==> src/rtl/alu_ctrl_stage_pkg.sv <==
// Opcode fields, ALU function codes and FSM state encoding for the ALU-control decode stage.
// Immediate opcodes reuse the REGISTER-class op_lo code points.
package alu_ctrl_stage_pkg;

    localparam logic [3:0] OP_REGISTER = 4'b0000;
    localparam logic [3:0] OP_ANDI     = 4'b0001;
    localparam logic [3:0] OP_ORI      = 4'b0010;
    localparam logic [3:0] OP_XORI     = 4'b0011;
    localparam logic [3:0] OP_SPECIAL  = 4'b0100;
    localparam logic [3:0] OP_ADDI     = 4'b0101;
    localparam logic [3:0] OP_ADDUI    = 4'b0110;
    localparam logic [3:0] OP_ADDCI    = 4'b0111;
    localparam logic [3:0] OP_SUBI     = 4'b1001;
    localparam logic [3:0] OP_SUBCI    = 4'b1010;
    localparam logic [3:0] OP_CMPI     = 4'b1011;
    localparam logic [3:0] OP_MULI     = 4'b1110;

    localparam logic [3:0] FN_AND = 4'b0001;
    localparam logic [3:0] FN_OR  = 4'b0010;
    localparam logic [3:0] FN_XOR = 4'b0011;
    localparam logic [3:0] FN_ADD = 4'b0101;
    localparam logic [3:0] FN_SUB = 4'b1001;
    localparam logic [3:0] FN_CMP = 4'b1011;
    localparam logic [3:0] FN_MUL = 4'b1110;

    localparam logic [3:0] ALU_OP_AND  = 4'b0000;
    localparam logic [3:0] ALU_OP_OR   = 4'b0001;
    localparam logic [3:0] ALU_OP_ADD  = 4'b0010;
    localparam logic [3:0] ALU_OP_CMP  = 4'b0011;
    localparam logic [3:0] ALU_OP_NOP  = 4'b0011;
    localparam logic [3:0] ALU_OP_XOR  = 4'b0100;
    localparam logic [3:0] ALU_OP_ADDC = 4'b0110;
    localparam logic [3:0] ALU_OP_MUL  = 4'b0111;
    localparam logic [3:0] ALU_OP_SUB  = 4'b1010;
    localparam logic [3:0] ALU_OP_SUBC = 4'b1110;

    typedef enum logic [1:0] {
        ST_IDLE = 2'b00,
        ST_WAIT = 2'b01,
        ST_HOLD = 2'b10
    } state_t;

endpackage

==> src/rtl/alu_ctrl_stage_decode.sv <==
// Purpose: combinational {op_hi,op_lo} -> {alu_op,flag_we,illegal,is_mul}; carry ops under ALU_CARRY_OPS_EN.
// Latency: 0 cycles (pure combinational).
// Backpressure: none; consumer registers the result on accept.
module alu_op_decode
    import alu_ctrl_stage_pkg::*;
#(
    parameter int OPW  = 4,
    parameter int AOPW = 4
) (
    input  logic [OPW-1:0]  op_hi,
    input  logic [OPW-1:0]  op_lo,
    output logic [AOPW-1:0] alu_op,
    output logic            flag_we,
    output logic            illegal,
    output logic            is_mul
);

    logic [3:0] hi4;
    logic [3:0] lo4;
    logic [3:0] op4;
    logic       hi_ext;
    logic       lo_ext;
    logic       base_illegal;

    assign hi4 = op_hi[3:0];
    assign lo4 = op_lo[3:0];

    // Extra opcode bits on wide builds must be zero; op_lo only matters for REGISTER class.
    generate
        if (OPW > 4) begin : g_wide
            assign hi_ext = |op_hi[OPW-1:4];
            assign lo_ext = |op_lo[OPW-1:4];
        end else begin : g_narrow
            assign hi_ext = 1'b0;
            assign lo_ext = 1'b0;
        end
    endgenerate

    always_comb begin
        op4          = ALU_OP_NOP;
        flag_we      = 1'b0;
        base_illegal = 1'b0;
        is_mul       = 1'b0;
        case (hi4)
            OP_REGISTER: begin
                case (lo4)
                    FN_AND: op4 = ALU_OP_AND;
                    FN_OR:  op4 = ALU_OP_OR;
                    FN_XOR: op4 = ALU_OP_XOR;
                    FN_ADD: begin op4 = ALU_OP_ADD; flag_we = 1'b1; end
                    FN_SUB: begin op4 = ALU_OP_SUB; flag_we = 1'b1; end
                    FN_CMP: begin op4 = ALU_OP_CMP; flag_we = 1'b1; end
                    FN_MUL: begin op4 = ALU_OP_MUL; is_mul  = 1'b1; end
                    default: base_illegal = 1'b1;
                endcase
                if (lo_ext) base_illegal = 1'b1;
            end
            OP_ANDI:    op4 = ALU_OP_AND;
            OP_ORI:     op4 = ALU_OP_OR;
            OP_XORI:    op4 = ALU_OP_XOR;
            OP_ADDI:    begin op4 = ALU_OP_ADD; flag_we = 1'b1; end
            OP_SUBI:    begin op4 = ALU_OP_SUB; flag_we = 1'b1; end
            OP_CMPI:    begin op4 = ALU_OP_CMP; flag_we = 1'b1; end
            OP_MULI:    begin op4 = ALU_OP_MUL; is_mul  = 1'b1; end
            OP_SPECIAL: op4 = ALU_OP_NOP;
`ifdef ALU_CARRY_OPS_EN
            OP_ADDUI:   op4 = ALU_OP_ADDC;
            OP_ADDCI:   begin op4 = ALU_OP_ADDC; flag_we = 1'b1; end
            OP_SUBCI:   begin op4 = ALU_OP_SUBC; flag_we = 1'b1; end
`endif
            default:    base_illegal = 1'b1;
        endcase
        if (base_illegal || hi_ext) begin
            op4     = ALU_OP_NOP;
            flag_we = 1'b0;
            is_mul  = 1'b0;
        end
    end

    assign illegal = base_illegal | hi_ext;
    assign alu_op  = AOPW'(op4);

endmodule

==> src/rtl/alu_ctrl_stage.sv <==
// Purpose: registered ALU-control decode stage with single-entry output buffer (carry ops: ALU_CARRY_OPS_EN).
// Latency: 1 cycle accept->out_valid; MUL/MULI take MUL_LAT cycles.
// Backpressure: holds entry until out_ready; in_ready low during multiply wait; flush squashes.
module alu_ctrl_stage
    import alu_ctrl_stage_pkg::*;
#(
    parameter int OPW     = 4,
    parameter int AOPW    = 4,
    parameter int MUL_LAT = 3
) (
    input  logic            clk,
    input  logic            rst_n,
    input  logic            flush,
    input  logic            in_valid,
    output logic            in_ready,
    input  logic [OPW-1:0]  op_hi,
    input  logic [OPW-1:0]  op_lo,
    output logic            out_valid,
    input  logic            out_ready,
    output logic [AOPW-1:0] alu_op,
    output logic            flag_we,
    output logic            illegal,
    output logic            mul_busy
);

    localparam logic [3:0] MUL_RELOAD = 4'(MUL_LAT - 1);

    state_t          state;
    logic [3:0]      cnt;
    logic            accept;
    logic [AOPW-1:0] dec_op;
    logic            dec_fw;
    logic            dec_ill;
    logic            dec_mul;

    alu_op_decode #(.OPW(OPW), .AOPW(AOPW)) u_decode (
        .op_hi   (op_hi),
        .op_lo   (op_lo),
        .alu_op  (dec_op),
        .flag_we (dec_fw),
        .illegal (dec_ill),
        .is_mul  (dec_mul)
    );

    assign in_ready = (state == ST_IDLE) | ((state == ST_HOLD) & out_ready);
    assign accept   = in_valid & in_ready & ~flush;

    always_ff @(posedge clk or negedge rst_n) begin
        if (!rst_n) begin
            state     <= ST_IDLE;
            cnt       <= 4'd0;
            out_valid <= 1'b0;
            mul_busy  <= 1'b0;
            alu_op    <= AOPW'(ALU_OP_NOP);
            flag_we   <= 1'b0;
            illegal   <= 1'b0;
        end else if (flush) begin
            // Decode registers keep their last value; only the entry is dropped.
            state     <= ST_IDLE;
            cnt       <= 4'd0;
            out_valid <= 1'b0;
            mul_busy  <= 1'b0;
        end else if (accept) begin
            alu_op  <= dec_op;
            flag_we <= dec_fw;
            illegal <= dec_ill;
            if (dec_mul && (MUL_LAT > 1)) begin
                state     <= ST_WAIT;
                cnt       <= MUL_RELOAD;
                out_valid <= 1'b0;
                mul_busy  <= 1'b1;
            end else begin
                state     <= ST_HOLD;
                out_valid <= 1'b1;
                mul_busy  <= 1'b0;
            end
        end else begin
            case (state)
                ST_WAIT: begin
                    cnt <= cnt - 4'd1;
                    if (cnt == 4'd1) begin
                        state     <= ST_HOLD;
                        out_valid <= 1'b1;
                        mul_busy  <= 1'b0;
                    end
                end
                ST_HOLD: begin
                    if (out_ready) begin
                        state     <= ST_IDLE;
                        out_valid <= 1'b0;
                    end
                end
                default: state <= ST_IDLE;
            endcase
        end
    end

endmodule
==> config.mk <==
export PLATFORM = sky130hd
export DESIGN_NAME = alu_ctrl_stage
export DESIGN_NICKNAME = d
export VERILOG_FILES = /design/src/rtl/alu_ctrl_stage_pkg.sv /design/src/rtl/alu_ctrl_stage_decode.sv /design/src/rtl/alu_ctrl_stage.sv
export SDC_FILE = /design/constraint.sdc
export NUM_CORES = 1
export LEC_CHECK = 0
export ABC_AREA = 1
export BUFFER_PORTS_ARGS = -buffer_cell sky130_fd_sc_hd__buf_2
export CAP_MARGIN = 20
export CORE_AREA = 4 4 52 54
export DETAILED_ROUTE_END_ITERATION = 8
export DIE_AREA = 0 0 56 58
export PLACE_DENSITY = 0.83
export REMOVE_ABC_BUFFERS = 1
export SYNTH_ARGS = -nofsm -noshare
export SYNTH_HDL_FRONTEND = slang
export SYNTH_HIERARCHICAL = 1
export SYNTH_SLANG_ARGS = --single-unit
==> constraint.sdc <==
create_clock -name clk -period 1.2 [get_ports clk]
set_input_delay 0.24 -clock clk [delete_from_list [all_inputs] [get_ports clk]]
set_output_delay 0.24 -clock clk [all_outputs]
set_load 0.05 [all_outputs]
After elaboration in Yosys (flattened, before gate mapping)

Cells that the tools add are included.

$add $sub $neg: 1
Equal/unequal tests: 21
Mux-type cells: 32
Bitwise operators: 5
Reductions and logical operators: 14

Operators with widths:

| operator                                                                | number |
|---|---|
| 4-bit case mux with 7 select lines                                      | 1 |
| 4-bit == test, second input constant                                    | 6 |
| 4-bit case mux with 6 select lines                                      | 1 |
| 4-bit two-way mux                                                       | 5 |
| 4-bit by 2-bit == test with 1-bit output, second input constant         | 4 |
| 1-bit two-way mux                                                       | 15 |
| 4-bit by 1-bit == test with 1-bit output, second input constant         | 3 |
| 4-bit by 3-bit == test with 1-bit output, second input constant         | 3 |
| 2-bit two-way mux                                                       | 5 |
| 4-bit inequality test, second input constant                            | 2 |
| 1-bit case mux with 2 select lines                                      | 4 |
| 2-bit AND reduction                                                     | 4 |
| 8-bit OR reduction                                                      | 1 |
| 7-bit OR reduction                                                      | 1 |
| 3-bit nonzero test                                                      | 2 |
| 3-bit OR reduction                                                      | 2 |
| 4-bit logical NOT                                                       | 1 |
| 2-bit case mux with 2 select lines                                      | 1 |
| 4-bit nonzero test                                                      | 1 |
| 4-bit by 1-bit subtractor with 4-bit output, second input constant      | 1 |
| 1-bit bitwise AND                                                       | 3 |
| 3-bit by 2-bit inequality test with 1-bit output, second input constant | 1 |
| 3-bit AND reduction                                                     | 1 |
| 2-bit by 1-bit == test with 1-bit output, second input constant         | 1 |
| other kinds (4)                                                         | 4 |

Flip-flop bits (word level): 14
Input bits: 13
Word-level logic and storage cells: 80

Logic depth before layout (Yosys ltp)

Gate-level depths: netlist (run 1).

Depth after elaboration: 8
Mapped depth: 11

By module

Netlist (run 1), hierarchy kept.

By module, submodules not included:

| module         | instances | cells each | area an instance (um^2) | sequential area each (um^2) |
|---|---|---|---|---|
| alu_ctrl_stage | 1         | 98         | 784.5                   | 352.8 |
| alu_op_decode  | 1         | 58         | 247.7                   | 0.0 |

Worst setup path before layout (run 1)

Ideal clock, no wire load.

Path kind: reg-to-reg
Start: register state[0]
End: register alu_op[2]
Setup time: 0.119 ns
Arrival time: 1.322 ns
Path slack: -0.241 ns
Stages on the path, launching flop included: 10
Path buffers: 0
Path through: dfrtp_1 > inv_1 > ha_1 > nand2_2 > nand2_4 > nand2_4 > nor2_4 > inv_2 > nand2_1 > nand2_1

Word-level cells in the longest chain between the ends: 6
Elaborated cells on any way between the ends: 7
Classes of those cells: eq/ne: 1; bitwise: 4; reduce/logical: 2

RTL lines:

| what                                     | RTL line             | source |
|---|---|---|
| start, declared                          | alu_ctrl_stage.sv:28 | `state_t state;` |
| start signal, assigned                   | alu_ctrl_stage.sv:50 | `state <= ST_IDLE;` |
| start signal, assigned                   | alu_ctrl_stage.sv:59 | `state <= ST_IDLE;` |
| start signal, assigned                   | alu_ctrl_stage.sv:68 | `state <= ST_WAIT;` |
| 2-bit == test                            | alu_ctrl_stage.sv:45 | `assign in_ready = (state == ST_IDLE) \| ((state == ST_HOLD) & out_ready);` |
| 1-bit bitwise AND                        | alu_ctrl_stage.sv:45 |  |
| 1-bit OR (*)                             | alu_ctrl_stage.sv:45 |  |
| named net in_ready                       | alu_ctrl_stage.sv:15 | `output logic in_ready,` |
| 1-bit bitwise AND (*) (2 in series)      | alu_ctrl_stage.sv:46 | `assign accept = in_valid & in_ready & ~flush;` |
| 2-bit AND reduction (no source line) (*) | -                    |  |
| end signal, assigned                     | alu_ctrl_stage.sv:54 | `alu_op <= AOPW'(ALU_OP_NOP);` |
| end signal, assigned                     | alu_ctrl_stage.sv:64 | `alu_op <= dec_op;` |
| end, declared                            | alu_ctrl_stage.sv:20 | `output logic [AOPW-1:0] alu_op,` |

The timed path passes the listed nets; every way through them passes the cells marked *.
A chain may end at the register's enable or synchronous reset.

Worst setup path after layout (run 1)

Start: register state[0]
End: output port in_ready

Word-level cells in the longest chain between the ends: 3
Elaborated cells on any way between the ends: 4
Classes of those cells: eq/ne: 1; bitwise: 2; reduce/logical: 1

RTL lines:

| what              | RTL line |
|---|---|
| 2-bit == test     | alu_ctrl_stage.sv:45 |
| 1-bit bitwise AND | alu_ctrl_stage.sv:45 |
| 1-bit OR (*)      | alu_ctrl_stage.sv:45 |
| end, declared     | alu_ctrl_stage.sv:15 |

Mark *: on every way between the ends. The rest lies on a longest branch, timed or not.

==> impl_metrics.py, run 1 <==
metrics = {
    "yosys": {
        "synthDistinctLibCells": 19,
        "synth-edff-count": 0,
        "yosys-top-cells-count": "nand2_1, inv_1, nand3_1, nor2_1, dfrtp_1",
        "seq_area_frac_synth": 0.3418,
        "syn_area_mm2": 0.001032,
        "yosys-top-cells-area": "dfrtp_1, nand2_1, nand3_1, inv_1, ha_1",
        "yosysMostFrequentCell": "nand2_1",
        "async_flop_share": 1.000,
        "ys_ff_latch": 14,
        "syn_area_per_cell_um2": 6.617,
        "synth_cells": 156,
        "synthFlopType": "dfrtp_1",
        "synth_top_area_share": 0.2909,
        "yosysTopAreaCell": "dfrtp_1",
        "yosysWarningCount": 6,
    },
    "placed_design": {
        "place_area_mm2": 0.001330,
        "gp_congestion": 0.8775,
        "dpl.hpwl_um": 2126,
        "io_buffers": 21,
    },
    "timing": {
        "worst_slack_ns": -0.2612,
        "fin_tns_setup_ns": -3.189,
        "fmax_mhz": 684.4,
        "finalCritPeriodShare": 1.218,
        "rsz0062_at_grt": "true",
        "finalMaxSlewViolations": 0,
        "finalSetupViolCount": 17,
        "skew_ns": 0.004480,
        "worst_pin_slew_ns": 0.3347,
        "hold_viol": 0,
        "slew_headroom": 0.7769,
        "period_needed_ns": 1.461,
    },
    "worst_setup_path": {
        "crit_required_ns": 0.96,
        "path_max_fanout": 3,
        "r2r-start": "state[0]",
        "critPathArrivalTime_ns": 1.22,
        "cp_top_family": "flip-flops",
        "r2r_cells": 10,
        "r2r-end": "illegal",
        "cp-start-kind": "register",
        "critPathSlowestCell": "dfrtp_1",
        "rrSetupSlack_ns": -0.25,
        "cpMostUsedCell": "nand2_4",
        "critPathCaptureType": "output pin",
        "slowest_delay_ns": 0.40,
        "critical_path.cell_chain": "inv_2, ha_4, nand2_4, nand2_4, buf_8",
        "crit_type": "reg -> out",
        "path_buf_inv": 2,
    },
    "layout": {
        "nets": 225,
        "layout-drive-gt1-share": 0.4078,
        "fill_cells": 176,
        "regArea_um2": 352.8,
        "multi_input_area_um2": 711.9,
        "insertedDiodeCount": 0,
        "final_cell_area_mm2": 0.001570,
        "syn_to_final_growth_pct": 52.12,
    },
    "route": {
        "wire_per_inst_um": 12.04,
        "wl_um": 2818,
        "drc": 0,
        "vias_per_cell": 5.060,
        "drt_pass1_iterations": 4,
        "ant_nets": 0,
        "vias": 1184,
        "drt_iter0_markers": 34,
    },
    "floorplanning": {
        "dieArea_mm2": 0.003248,
        "io-pin-count": 22,
        "initial_core_util": 0.4666,
        "rows": 17,
        "die_h_um": 58,
        "core_area_mm2": 0.002212,
        "die_x_um": 56,
    },
    "pwr": {
        "power_density_mw_per_mm2": 1022,
        "power.leakage_nw": 0.8380,
        "ir_drop_uv": 563.5,
    },
    "status": {
        "status": "finished with violations",
        "violations": "setup timing",
    },
    "global_routing": {
        "first_global_vias": 1186,
        "grt_util_met1": 0.2044,
        "use_met2": 0.3506,
        "grt_use_met3": 0.03786,
        "overflow": 0,
        "grt_busiest_layer": "met2",
        "grt_pass1_wl_um": 4878,
        "grt_use_total": 0.1897,
        "antenna_found_initial": 0,
        "grt_max_degree": 15,
    },
    "cts": {
        "cts.sinks": 14,
        "path_clk_slew_ns": 0.09,
        "cts_root_buffer": "clkbuf_4",
        "clk_path_buf_depth": 2,
        "cts-buffers-inserted": 3,
        "clk_latency_ns": 0.28,
        "h-tree-depth": 1,
        "tritoncts": "yes",
    },
    "worst_hold_path": {
        "hold_end": "state[0]",
        "min_path_type": "in -> reg",
        "min_from": "flush",
        "holdPathStages": 4,
    },
    "job": {
        "maxCapViolCount": 0,
    },
}
power by group:
part           total [W]  internal [W]  switching, W
combinational   0.000675      0.000266      0.000409
clock           0.000346      0.000184      0.000162
sequential      0.000584      0.000539     0.0000450
total            0.00161      0.000990      0.000615
worst max path at each step:
| stage | from | to | slack (ns) | depth (start not counted) |
|---|---|---|---|---|
| 2_1_floorplan | state[0] | alu_op[2] | -0.24 | 9 |
| 3_5_place_dp | state[0] | cnt[3] | -0.17 | 10 |
| 4_1_cts | state[1] | in_ready | -0.26 | 5 |
| 5_1_grt | state[1] | illegal | -0.33 | 10 |
| 6_report | state[0] | in_ready | -0.26 | 5 |
| 3_3_place_gp | state[0] | cnt[3] | -0.11 | 10 |
state kept, by name, indices dropped and copies added, names as in the netlist:
signal     count
state          2
out_valid      1
alu_op         4
illegal        1
cnt            4
flag_we        1
mul_busy       1
layout make-up:
| type | count | share of cell area |
|---|---|---|
| multi-input combinational | 120 | 0.4534 |
| sequential | 14 | 0.2247 |
| timing repair buffer | 46 | 0.2223 |
| inverter | 22 | 0.05418 |
| clock buffer | 4 | 0.02311 |
| tap | 28 | 0.02231 |
through the flow:
step	hold slack [ns]	setup WS, ns	utilization	cells	power, W
after floorplan	-0.05559	-0.2413	-	156	0.0009318
after global placement	0.1422	-0.1080	0.6012	226	0.001107
after detailed placement	0.1593	-0.1737	0.6012	226	0.001135
after CTS	0.3301	-0.2598	0.6974	234	0.001594
after global routing	0.3513	-0.3333	0.7098	234	0.001710
final	0.3507	-0.2612	0.7098	234	0.001605
layout by cell type, fill, tap and decap left out, drive strengths merged, types with 3 or more instances in the layout:
cell type and instances:
inv 22, dfrtp 12, nor2 17, nand2 64
nand4 3, clkbuf 4, nand3 15, ha 5
o21ai 12, buf 45
cell families after synthesis:
logic type      count (synthesis)  share of synthesized area
compound gates                 14                    0.07395
buf+inv                        22                    0.08000
xor+xnor                        1                   0.008486
flops                          14                     0.3418
simple gates                  100                     0.4351
fa+ha+maj                       5                    0.06061
layer usage:
layer / vias up / routed length, um
met4: 0 / 16
met3: 2 / 138
met1: 559 / 1121
met2: 33 / 1541
li1: 590 / -
met5: - / 0
worst min-delay path, delay by kind of cell:
| kind | cells | cell delay [ns] |
|---|---|---|
| AOI/OAI and AO/OA | 2 | 0.12 |
| buffers and inverters | 1 | 0.16 |
| and+or+nand+nor | 1 | 0.08 |
timing repair:
action                                  CTS  global route
resized for setup                        39             7
hold buffers                              1             0
endpoints found under the setup margin   17            17
pin swaps                                15             7
setup buffers                             3             0
endpoints found under the hold margin    12             0
Power figures use the tool's default switching activity.
==> run 2, diff against run 1 <==
CORE_AREA = 2 2 50 52   (was 4 4 52 54)
DIE_AREA = 0 0 52 54   (was 0 0 56 58)
SETUP_SLACK_MARGIN = 0.3   (was unset)
==> impl_metrics.py, run 2 (synthesis gave the netlist of run 1 again) <==
metrics = {
    "worst_setup_path": {
        "critPathCaptureType": "register",
        "crit_type": "reg -> reg",
        "cp-start-kind": "register",
        "critPathArrivalTime_ns": 1.67,
        "critPathSlowestCell": "dfrtp_1",
        "cp_top_family": "flip-flops",
        "slowest_delay_ns": 0.40,
        "crit_required_ns": 1.38,
        "critical_path.cell_chain": "inv_2, ha_4, nand2_4, nand2_4, buf_6, nand2_8, buf_4, nand3_4, nand2_2, nand2_1, o21ai_1",
        "path_buf_inv": 3,
        "cpMostUsedCell": "nand2_4",
        "path_max_fanout": 6,
    },
    "layout": {
        "fill_cells": 185,
        "layout-drive-gt1-share": 0.4333,
        "final_util": 0.7131,
        "insertedDiodeCount": 0,
        "largest_registers": "alu_op: 4 flops, cnt: 4 flops, state: 2 flops",
        "nets": 229,
        "syn_to_final_growth_pct": 60.24,
        "final_common_cell": "nand2_1",
        "mostFrequentLayoutCells": "nand2_1, buf_4, inv_1, nor2_1",
    },
    "cts": {
        "cts-buffers-inserted": 3,
        "tritoncts": "yes",
        "clk_latency_ns": 0.28,
        "clk_path_buf_depth": 2,
        "path_clk_slew_ns": 0.09,
        "h-tree-depth": 1,
        "cts.sinks": 14,
        "cts_root_buffer": "clkbuf_4",
    },
    "route": {
        "drt_pass1_iterations": 4,
        "wl_um": 2829,
        "vias_per_cell": 4.904,
        "drt_iter0_markers": 20,
        "drc": 0,
        "vias": 1177,
        "wire_per_inst_um": 11.79,
        "ant_nets": 0,
    },
    "timing": {
        "finalSetupViolCount": 17,
        "period_needed_ns": 1.490,
        "skew_ns": 0.007083,
        "worst_slack_ns": -0.2901,
        "finalCritPeriodShare": 1.242,
        "worst_pin_slew_ns": 0.4374,
        "fmax_mhz": 671.1,
        "hold_viol": 0,
        "finalMaxSlewViolations": 0,
        "fin_tns_setup_ns": -3.760,
        "slew_headroom": 0.7081,
        "rsz0062_at_grt": "true",
    },
    "global_routing": {
        "first_global_vias": 1143,
        "antenna_found_initial": 0,
        "grt_use_total": 0.2327,
        "overflow": 0,
        "grt_max_degree": 15,
        "grt_pass1_wl_um": 4809,
    },
    "placed_design": {
        "dpl.hpwl_um": 1879,
        "gp_congestion": 0.8129,
        "io_buffers": 21,
    },
    "floorplanning": {
        "dieArea_mm2": 0.002808,
        "die_x_um": 52,
        "initial_core_util": 0.4450,
        "die_h_um": 54,
        "rows": 18,
        "io-pin-count": 22,
        "core_area_mm2": 0.002320,
    },
    "status": {
        "violations": "setup timing",
        "status": "finished with violations",
    },
    "pwr": {
        "power.leakage_nw": 0.8604,
        "ir_drop_uv": 562.7,
        "power_density_mw_per_mm2": 1004,
    },
    "worst_hold_path": {
        "min_path_type": "in -> reg",
    },
    "job": {
        "maxCapViolCount": 0,
    },
}
## run 2: changes by cell type in the layout (fill, tap and decap cells not counted), sizes merged
| cell | change |
|---|---|
| buf | +4 |
## run 2: final cells by class
cell class	count	area (um2)	share of cell area
Sequential cell	14	352.8	0.2133
Inverter	22	85.08	0.05144
Tap cell	30	37.54	0.02269
Multi-Input combinational cell	120	738.2	0.4463
Timing Repair Buffer	50	404.1	0.2443
Clock buffer	4	36.28	0.02194
## run 2: through the flow
step	worst slack (ns)	instances	area, um2	hold slack, ns	total power [W]
floorplan	-0.2413	156	1032	-0.05559	0.0009318
global placement	-0.1723	228	1333	0.1461	0.001107
detailed placement	-0.2175	228	1333	0.1493	0.001116
CTS	-0.2644	238	1597	0.3565	0.001594
global route	-0.3602	240	1654	0.3864	0.001754
finish	-0.2901	240	1654	0.3719	0.001661
## run 2: power by group
part	switching, W	internal [W]	total, W
Clock	0.000153	0.000185	0.000338
Combinational	0.000422	0.000309	0.000732
Sequential	0.0000523	0.000539	0.000592
## run 2: path summary, 6_finish.rpt
| path | startpoint | end | slack, ns | cells after the start |
|---|---|---|---|---|
| max | state[0] | state[1] | -0.29 | 11 |
| min | flush | out_valid | 0.37 | 5 |
| max reg2reg | state[0] | state[1] | -0.29 | 11 |
| min reg2reg | alu_op[0] | alu_op[0] | 0.49 | 2 |
| max in group asynchronous | rst_n | alu_op[0] | 0.52 | 2 |
| min in group asynchronous | rst_n | out_valid | 0.38 | 2 |
## run 2: worst min-delay path: stages
cell and delay [ns]:
buf_2 0.09, buf_4 0.13, a21oi_2 0.05, nand3_1 0.06, nand2_1 0.05
## run 2: per-layer routing
layer,vias up,routed length (um),share of wire,global-route usage
met5,-,0,0,0
met4,0,57,0.020,0.09649
met3,8,122,0.043,0.03333
met2,36,1529,0.54,0.4599
met1,536,1120,0.40,0.2436
li1,597,-,-,-
## run 2: timing repair
| item | CTS | global route |
|---|---|---|
| hold buffers | 1 | 0 |
| buffers inserted | 5 | 2 |
| setup endpoints to repair | 23 | 23 |
| resized for setup | 52 | 11 |
| pin swaps | 11 | 4 |
| hold endpoints to repair | 12 | 0 |
